===== config.mk =====
export PLATFORM = sky130hd
export DESIGN_NAME = out_port_ctrl
export DESIGN_NICKNAME = d
export VERILOG_FILES = /design/src/rtl/out_port_ctrl.sv
export SDC_FILE = /design/constraint.sdc
export NUM_CORES = 1
export LEC_CHECK = 0
export CORE_ASPECT_RATIO = 2
export CORE_MARGIN = 2
export CORE_UTILIZATION = 49
export CTS_CLUSTER_SIZE = 16
export DETAILED_ROUTE_END_ITERATION = 16
export PLACE_DENSITY = 0.76
export SETUP_SLACK_MARGIN = 0.2
export SLEW_MARGIN = 40
export SYNTH_ARGS = -nofsm -noshare
export SYNTH_HDL_FRONTEND = slang
export SYNTH_SLANG_ARGS = --single-unit

===== constraint.sdc =====
create_clock -name clk -period 1.8 [get_ports clk]
set_input_delay 0.54 -clock clk [delete_from_list [all_inputs] [get_ports clk]]
set_output_delay 0.54 -clock clk [all_outputs]
set_load 0.02 [all_outputs]

===== src/rtl/out_port_ctrl.sv =====
// Output port buffer: a small FIFO between the CPU data bus and an external consumer,
// with a registered EMPTY/ACTIVE/FULL state machine and a sticky overflow flag.
module out_port_ctrl #(
  parameter int DEPTH = 4,
  parameter int CW    = 3
) (
  input  logic          clk,
  input  logic          rst,
  input  logic [15:0]   bus,
  input  logic          out_write,
  input  logic          out_ready,
  output logic [15:0]   out_data,
  output logic          out_valid,
  output logic          out_full,
  output logic [CW-1:0] out_count,
  output logic          ovf_err
);

  localparam int AW = (DEPTH > 1) ? $clog2(DEPTH) : 1;

  localparam logic [1:0] EMPTY  = 2'd0;
  localparam logic [1:0] ACTIVE = 2'd1;
  localparam logic [1:0] FULL   = 2'd2;

  logic [15:0]   mem [DEPTH];
  logic [1:0]    state_q, state_d;
  logic [AW-1:0] wrPtr_q, wrPtr_d;
  logic [AW-1:0] rdPtr_q, rdPtr_d;
  logic [CW-1:0] count_q, count_d;
  logic          ovf_q, ovf_d;
  logic          wrAcc, rdAcc;

  // Acceptance is judged on pre-edge state, so a write while FULL is dropped
  // even when a read frees a slot in the same cycle.
  assign wrAcc = out_write && (state_q != FULL);
  assign rdAcc = out_ready && (state_q != EMPTY);

  always_comb begin
    wrPtr_d = wrPtr_q;
    rdPtr_d = rdPtr_q;
    count_d = count_q;
    state_d = state_q;
    ovf_d   = ovf_q | (out_write && (state_q == FULL));
    if (wrAcc) wrPtr_d = wrPtr_q + AW'(1);
    if (rdAcc) rdPtr_d = rdPtr_q + AW'(1);
    if (wrAcc && !rdAcc) count_d = count_q + CW'(1);
    else if (rdAcc && !wrAcc) count_d = count_q - CW'(1);
    if (count_d == '0) state_d = EMPTY;
    else if (count_d == CW'(DEPTH)) state_d = FULL;
    else state_d = ACTIVE;
  end

  always_ff @(posedge clk) begin
    if (rst) begin
      state_q <= EMPTY;
      wrPtr_q <= '0;
      rdPtr_q <= '0;
      count_q <= '0;
      ovf_q   <= 1'b0;
    end else begin
      state_q <= state_d;
      wrPtr_q <= wrPtr_d;
      rdPtr_q <= rdPtr_d;
      count_q <= count_d;
      ovf_q   <= ovf_d;
    end
  end

  // Storage is intentionally not cleared by reset; out_data masks stale words.
  always_ff @(posedge clk) begin
    if (!rst && wrAcc) mem[wrPtr_q] <= bus;
  end

  assign out_valid = (state_q != EMPTY);
  assign out_full  = (state_q == FULL);
  assign out_count = count_q;
  assign ovf_err   = ovf_q;
  assign out_data  = out_valid ? mem[rdPtr_q] : 16'h0000;

endmodule


**Word-level counts from Yosys, hierarchy flattened**

Memories as Yosys holds them, arrays and structs flattened. A register that Yosys moved wholly into a read port is not among the register bits.
Index checks and enable logic that the tools add are counted.

- Memory bits (read-only): 0
- Output and inout bits: 22
- Input port bits: 20
- Memory bits (writable): 64
- Register bits after elaboration: 10
- Latch bits: 0
- Logic and storage cells: 34
- Memories kept: 1

- Equal/unequal tests: 3
- Bitwise operators: 1
- Div/mod/pow operators: 0
- Multipliers: 0
- Order comparisons: 0
- $add $sub $neg: 4
- Reductions and logical operators: 12
- Mux-type cells: 8
- Shift-type cells: 0

Memories:

| memory | depth | bits a word | read ports | clocked after Yosys merged registers in | wr ports | line | RTL |
|---|---|---|---|---|---|---|---|
| mem | 4 | 16 | 1 | 1 | 1 | 25 | `logic [15:0] mem [DEPTH];` |

Operators by type and width:

| cell | count |
|---|---|
| $mux W16 | 1 |
| $logic_and A1 B1 Y1 | 6 |
| $mux W2 | 3 |
| $mux W3 | 2 |
| $add A2 B1 Y2 const B | 2 |
| $add A3 B1 Y3 const B | 1 |
| $eq A3 B3 Y1 const B | 1 |
| $logic_not A1 Y1 | 3 |
| $logic_not A3 Y1 | 1 |
| $sub A3 B1 Y3 const B | 1 |
| $eq A2 B2 Y1 const B | 1 |
| $mux W1 | 2 |
| $ne A2 B2 Y1 const B | 1 |
| $reduce_bool A2 Y1 | 1 |
| $reduce_or A2 Y1 | 1 |
| $or A1 B1 Y1 | 1 |

**Depth between registers and ports, before layout**

Gate-level depths: netlist of run 1.

- Depth after elaboration: 8
- Gate-level depth with buffers: 6
- Gate-level depth less buffers: 6

**Worst setup path after synthesis of run 1**

No wires, ideal clock.

- Path type: register to output
- Start point: register (tool-made name)
- End point: output out_data[10]
- Setup slack: -0.019 ns
- Buffers on the path: 2
- Data arrival time: 1.279 ns
- Stages on the path, launching flop included: 5
- Path through: dfxtp_1 -> buf_6 -> buf_12 -> mux4_2 -> and2_1

RTL lines:

| element | line | RTL |
|---|---|---|
| end: declaration | 12 | `output logic [15:0] out_data,` |

==> out/summary.txt, run 1 <==
Fillers - 443
Num Clock Sinks - 76
height of the die - 116.9 um
final hold viol count - 0
GR Util All Layers - 0.1676
Pwr Density - 1439 nW/um2
reg-to-reg slack, setup - 0.23 ns
maximum vdd drop - 0.9167 mV
Clock Power Share - 0.269
Post-DP Area - 3944 um2
synth-to-layout area growth - 38.07%
WP data required - 1.26 ns
HP Class - reg2reg
switching part of the total power - 0.2799
most frequent cells in the layout - edfxtp_1 (64), buf_6 (23), and2_4 (20)
final setup vio count - 16
CP max FO - 7
Sequential Power Share - 0.353
syn avg cell area - 17.36 um2
Slew Viols, Final - 0
vias - 1,719
drt drc - 0
Worst Setup Path Type - reg2out
Slowest Stage Delay on Critical Path - 0.50 ns
status - complete, but fails checks
Final nets - 275
Final ANT Viol Nets - 0
Internal - 4472 uW
largest net degree at the start of global routing - 16
WL/cell - 16.36 um
skew final - 0.007225 ns
final instance area - 4315 um2
1st-pass router iterations - 8
input/output buffers - 41
diode count - 0
Hold Crit Start - ovf_err
failing checks - negative setup slack
Rel. slew slack - 0.7676
Worst Path Arrival - 1.63 ns
Worst-Skew Late Latency - 0.32 ns
drt first-iter violations - 68
most common cell after layout, fill and taps aside - edfxtp_1
CTS max path bufs - 2
core area - 6259 um2
proportion of power drawn by combinational gates - 0.378
vias in the first global route - 1,697
Routed WL - 5564 um
Hold Path Sink - ovf_err
critical path launch point type - flip-flop
synth warn - 0
critical path endpoint category - output port
FMAX - 461.1 MHz
cells after synthesis - 180
Max Cap Viol - 0
H-tree depth - 3
Die Area - 7072 um2
RR Startpoint - out_count[0]
clock root buffer - clkbuf_16
R2R cell count - 6
Vias per Instance - 5.056
Static Leakage - 0.001581 uW
mapped cell area - 3125 um2
delay-heaviest family, CP - multiplexers
first-pass GRT wire length - 8100 um
final worst path period share - 1.205
worst slack, placed - -0.4907 ns
depth of the worst hold-timing path - 2
clock buffer count from CTS - 9
CTS tree - done
Reg-to-Reg End - state_q[1]
Worst-path clk slew - 0.06 ns
RSZ-0062 raised after global routing - true
IO Count - 42
Seq/Total Area, Yosys - 0.6918
Least-Margin Pin Slew - 0.3486 ns
final worst setup slack - -0.3686 ns
Final min period - 2.169 ns
P_sw - 1738 uW
worst path cell trace - buf_12 > mux4_2 > and2_4 > buf_6
DIE WIDTH - 60.48 um
layout cells sized above 1 - 0.4134
hpwl dp - 3886 um
Site Rows - 41
antenna violations before repair - 0
GP Congestion - 0.7880
Min Hold Slack - 0.4893 ns
flops & latches, synth - 76
Mapped Nets - 206
Overflow after GRT - 0
Initial Util - 0.4994
synth unique cells - 31
Slowest-stage cell, CP - mux4_2
CP Buf/Inv Count - 2
state kept, by name, indices dropped and copies added (netlist names), named ones only:
| signal | count |
|---|---|
| state_q | 2 |
| ovf_err | 1 |
| out_count | 3 |
| rdPtr_q | 2 |
| mem | 64 |
| wrPtr_q | 2 |
cell type report:
cell class / instances / area, um2 / area share
timing repair buffer: 67 / 808.3 / 0.1873
sequential: 76 / 2170 / 0.5028
clock inverter: 6 / 55.05 / 0.01276
tap: 86 / 107.6 / 0.02493
multi-input combinational: 89 / 923.4 / 0.2140
clock buffer: 10 / 229.0 / 0.05306
inverter: 6 / 22.52 / 0.005219
worst max-delay path by stage:
stage	slack, ns	from	endpoint	depth (start not counted)
finish	-0.37	flip-flop	out_data[12]	4
global route	-0.42	flip-flop	out_data[7]	4
CTS	-0.40	flip-flop	out_data[4]	4
detailed placement	-0.49	flip-flop	out_data[4]	4
global placement	-0.47	flip-flop	out_data[12]	4
floorplan	0.02	flip-flop	out_data[10]	4
metrics by stage:
step / setup TNS, ns / instances / total power [uW] / utilization
finish: -5.419 / 340 / 6211 / 0.6895
global route: -6.203 / 340 / 6501 / 0.6895
CTS: -5.901 / 337 / 6209 / 0.6799
detailed placement: -26.53 / 321 / 4384 / 0.6301
global placement: -25.99 / 321 / 4365 / 0.6301
floorplan: 0 / 180 / 3491 / -
cell usage after synthesis:
| master | count | share of area |
|---|---|---|
| nand3b_1 | 1 | 0.0024 |
| o31ai_1 | 1 | 0.0024 |
| nor2b_1 | 1 | 0.0020 |
| a211oi_1 | 1 | 0.0024 |
| and2_1 | 21 | 0.042 |
| a21oi_1 | 4 | 0.0064 |
| xor2_1 | 2 | 0.0056 |
| nand4b_1 | 1 | 0.0028 |
| o32ai_1 | 1 | 0.0028 |
| nor3_2 | 1 | 0.0032 |
| or2_2 | 2 | 0.0040 |
| edfxtp_1 | 64 | 0.61 |
| nand2b_1 | 2 | 0.0040 |
| nor2_1 | 11 | 0.013 |
| inv_1 | 6 | 0.0072 |
| mux4_1 | 6 | 0.050 |
| buf_6 | 2 | 0.0072 |
| and3_1 | 2 | 0.0040 |
| clkbuf_1 | 2 | 0.0024 |
| a211oi_2 | 1 | 0.0040 |
| ha_1 | 6 | 0.024 |
| nand3_1 | 3 | 0.0048 |
| xnor2_1 | 2 | 0.0056 |
| o211ai_1 | 2 | 0.0048 |
| buf_2 | 4 | 0.0064 |
| buf_12 | 1 | 0.0064 |
| nand2_1 | 5 | 0.0060 |
| o211a_1 | 1 | 0.0032 |
| dfxtp_1 | 12 | 0.077 |
| mux4_2 | 10 | 0.072 |
| mux2i_1 | 2 | 0.0064 |
kinds of logic after synthesis:
family | count (synthesis) | share of synthesized area
AND/OR/NAND/NOR | 50 | 0.08847
XOR/XNOR | 4 | 0.01121
multiplexers | 18 | 0.1289
AO/OA/AOI/OAI | 11 | 0.02602
buffers and inverters | 15 | 0.02962
adder cells (fa/ha/maj) | 6 | 0.02402
flip-flops | 76 | 0.6918
worst min-delay path, cell delays in order, from the launching register on:
cell and delay [ns]:
dfxtp_1 0.33, a21oi_1 0.04, nor2_1 0.08
power by group through the flow:
stage	Sequential [uW]	Clock [uW]	Combinational, uW
5_1_grt	2210	1790	2500
3_3_place_gp	2210	0	2160
2_1_floorplan	2240	0	1250
4_1_cts	2190	1710	2300
3_5_place_dp	2220	0	2170
6_report	2200	1670	2350
repair_timing:
action / in CTS / in global routing
setup buffers: 0 / 2
hold endpoints to repair: 0 / 0
setup endpoints to repair: 90 / 65
gates cloned: 0 / 1
pin swaps: 11 / 5
hold buffers: 0 / 0
resized for setup: 132 / 12
routing by layer:
metal / share of wire / vias to the layer above / track usage
met5: 0 / - / 0
met4: 0.017 / 0 / 0.08696
met3: 0.029 / 6 / 0.03736
met2: 0.58 / 36 / 0.3007
met1: 0.38 / 854 / 0.1766
li1: - / 823 / -
Power figures use the tool's default switching activity.
==> inputs of run 2 (changes only) <==
--- a/config.mk
+++ b/config.mk
@@ -12,6 +12,7 @@
 export DETAILED_ROUTE_END_ITERATION = 16
 export PLACE_DENSITY = 0.76
 export SETUP_SLACK_MARGIN = 0.2
+export SKIP_LAST_GASP = 1
 export SLEW_MARGIN = 40
 export SYNTH_ARGS = -nofsm -noshare
 export SYNTH_HDL_FRONTEND = slang
==> results of run 2 <==
Same layout as run 1: the final DEF is identical, and so are final timing and power.
==> inputs of run 3 (changes only) <==
--- a/config.mk
+++ b/config.mk
@@ -7,10 +7,11 @@
 export LEC_CHECK = 0
 export CORE_ASPECT_RATIO = 2
 export CORE_MARGIN = 2
-export CORE_UTILIZATION = 49
+export CORE_UTILIZATION = 56
 export CTS_CLUSTER_SIZE = 16
 export DETAILED_ROUTE_END_ITERATION = 16
-export PLACE_DENSITY = 0.76
+export DONT_BUFFER_PORTS = 1
+export PLACE_DENSITY = 0.75
 export SETUP_SLACK_MARGIN = 0.2
 export SKIP_LAST_GASP = 1
 export SLEW_MARGIN = 40
==> out/summary.txt, run 3 (synthesis results as in run 1) <==
GP Congestion - 0.6773
H-tree depth - 3
failing checks - negative setup slack
Hold Crit Start - rst
Final ANT Viol Nets - 0
Initial Util - 0.5766
GR Util All Layers - 0.1913
Least-Margin Pin Slew - 0.3059 ns
final worst path period share - 1.169
diode count - 0
Vias per Instance - 5.931
Largest Register - mem
Worst Setup Path Type - reg2out
vias in the first global route - 1,695
skew final - 0.007408 ns
most common cell after layout, fill and taps aside - edfxtp_1
antenna violations before repair - 0
clock buffer count from CTS - 9
WL/cell - 20.14 um
final setup vio count - 16
synth-to-layout area growth - 17.21%
Final nets - 223
Worst Path Arrival - 1.56 ns
Worst-Skew Late Latency - 0.34 ns
RR Startpoint - state_q[0]
Rel. slew slack - 0.7943
max reg flops - 64
vias - 1,554
critical path launch point type - flip-flop
most frequent cells in the layout - edfxtp_1 (64), and2_4 (20), mux4_2 (16)
core area - 5420 um2
CTS max path bufs - 2
HP Class - in2reg
WP data required - 1.26 ns
Final min period - 2.104 ns
Min Hold Slack - 0.2496 ns
largest net degree at the start of global routing - 17
layout cells sized above 1 - 0.4010
final hold viol count - 0
Total Neg Setup Slack - -4.576 ns
input/output buffers - 0
height of the die - 109.7 um
maximum vdd drop - 1.214 mV
Overflow after GRT - 0
Num Clock Sinks - 76
DIE WIDTH - 56.83 um
final worst setup slack - -0.3044 ns
drt drc - 0
RSZ-0062 raised after global routing - true
clock root buffer - clkbuf_8
drt first-iter violations - 69
Fillers - 383
1st-pass router iterations - 4
Total Power - 5486 uW
Max Cap Viol - 0
CP max FO - 8
FMAX - 475.2 MHz
IO Count - 42
CTS tree - done
Site Rows - 38
first-pass GRT wire length - 8452 um
status - complete, but fails checks
critical path endpoint category - output port
Routed WL - 5277 um
Worst-path clk slew - 0.07 ns
Static Leakage - 0.001269 uW
Die Area - 6231 um2
hpwl dp - 3631 um
Slew Viols, Final - 0
Pwr Density - 1497 nW/um2
cts-stage hold buffer count - 0
-- run 3: changes by cell type in the layout (fill, tap and decap cells not counted), moves of 5 or more --
cell and delta:
clkbuf_8 +11, clkbuf_16 -9, buf_6 -22, buf_12 -5
clkdlybuf4s50_1 -16
-- run 3: path summary, 6_finish.rpt --
kind / end / slack (ns) / cells after the start
hold reg to reg: wrPtr_q[1] / 0.50 / 2
setup reg to reg: mem[1][2] / 0.28 / 6
setup / recovery: out_data[13] / -0.30 / 3
hold / removal: state_q[0] / 0.25 / 1
-- run 3: cell type report --
| class | instances | area (um2) | share of cell area |
|---|---|---|---|
| Clock inverter | 3 | 65.06 | 0.01776 |
| Tap cell | 60 | 75.07 | 0.02049 |
| Multi-Input combinational cell | 90 | 947.2 | 0.2585 |
| Inverter | 6 | 22.52 | 0.006148 |
| Timing Repair Buffer | 14 | 196.4 | 0.05362 |
| Sequential cell | 76 | 2177 | 0.5943 |
| Clock buffer | 13 | 180.2 | 0.04918 |
-- run 3: through the flow --
step | setup slack [ns] | utilization | instance area, um2 | std cells
3_3_place_gp | 0.04622 | 0.6150 | 3333 | 240
4_1_cts | -0.3329 | 0.6648 | 3603 | 259
3_5_place_dp | 0.003764 | 0.6150 | 3333 | 240
5_1_grt | -0.3533 | 0.6759 | 3664 | 262
6_report | -0.3044 | 0.6759 | 3664 | 262
2_1_floorplan | 0.02189 | - | 3173 | 180
-- run 3: per-layer routing --
| layer | global-route usage | up-vias | share of wire |
|---|---|---|---|
| li1 | - | 713 | - |
| met5 | 0 | - | 0 |
| met2 | 0.3447 | 50 | 0.57 |
| met3 | 0.06941 | 8 | 0.066 |
| met4 | 0.09136 | 0 | 0.018 |
| met1 | 0.1919 | 783 | 0.34 |
-- run 3: what timing repair did --
item,CTS,global route
endpoints found under the setup margin,67,68
buffers inserted,2,3
gates cloned,1,0
pin swaps,2,4
gates resized for setup,16,11
-- run 3: power by group --
group | switching, uW | internal, uW
combinational | 869 | 858
clock | 566 | 939
sequential | 148 | 2110
total | 1580 | 3900
-- run 3: worst max-delay path, cell delays in order (launching register included) --
cell	delay [ns]
dfxtp_4	0.38
buf_12	0.14
mux4_2	0.50
and2_4	0.20
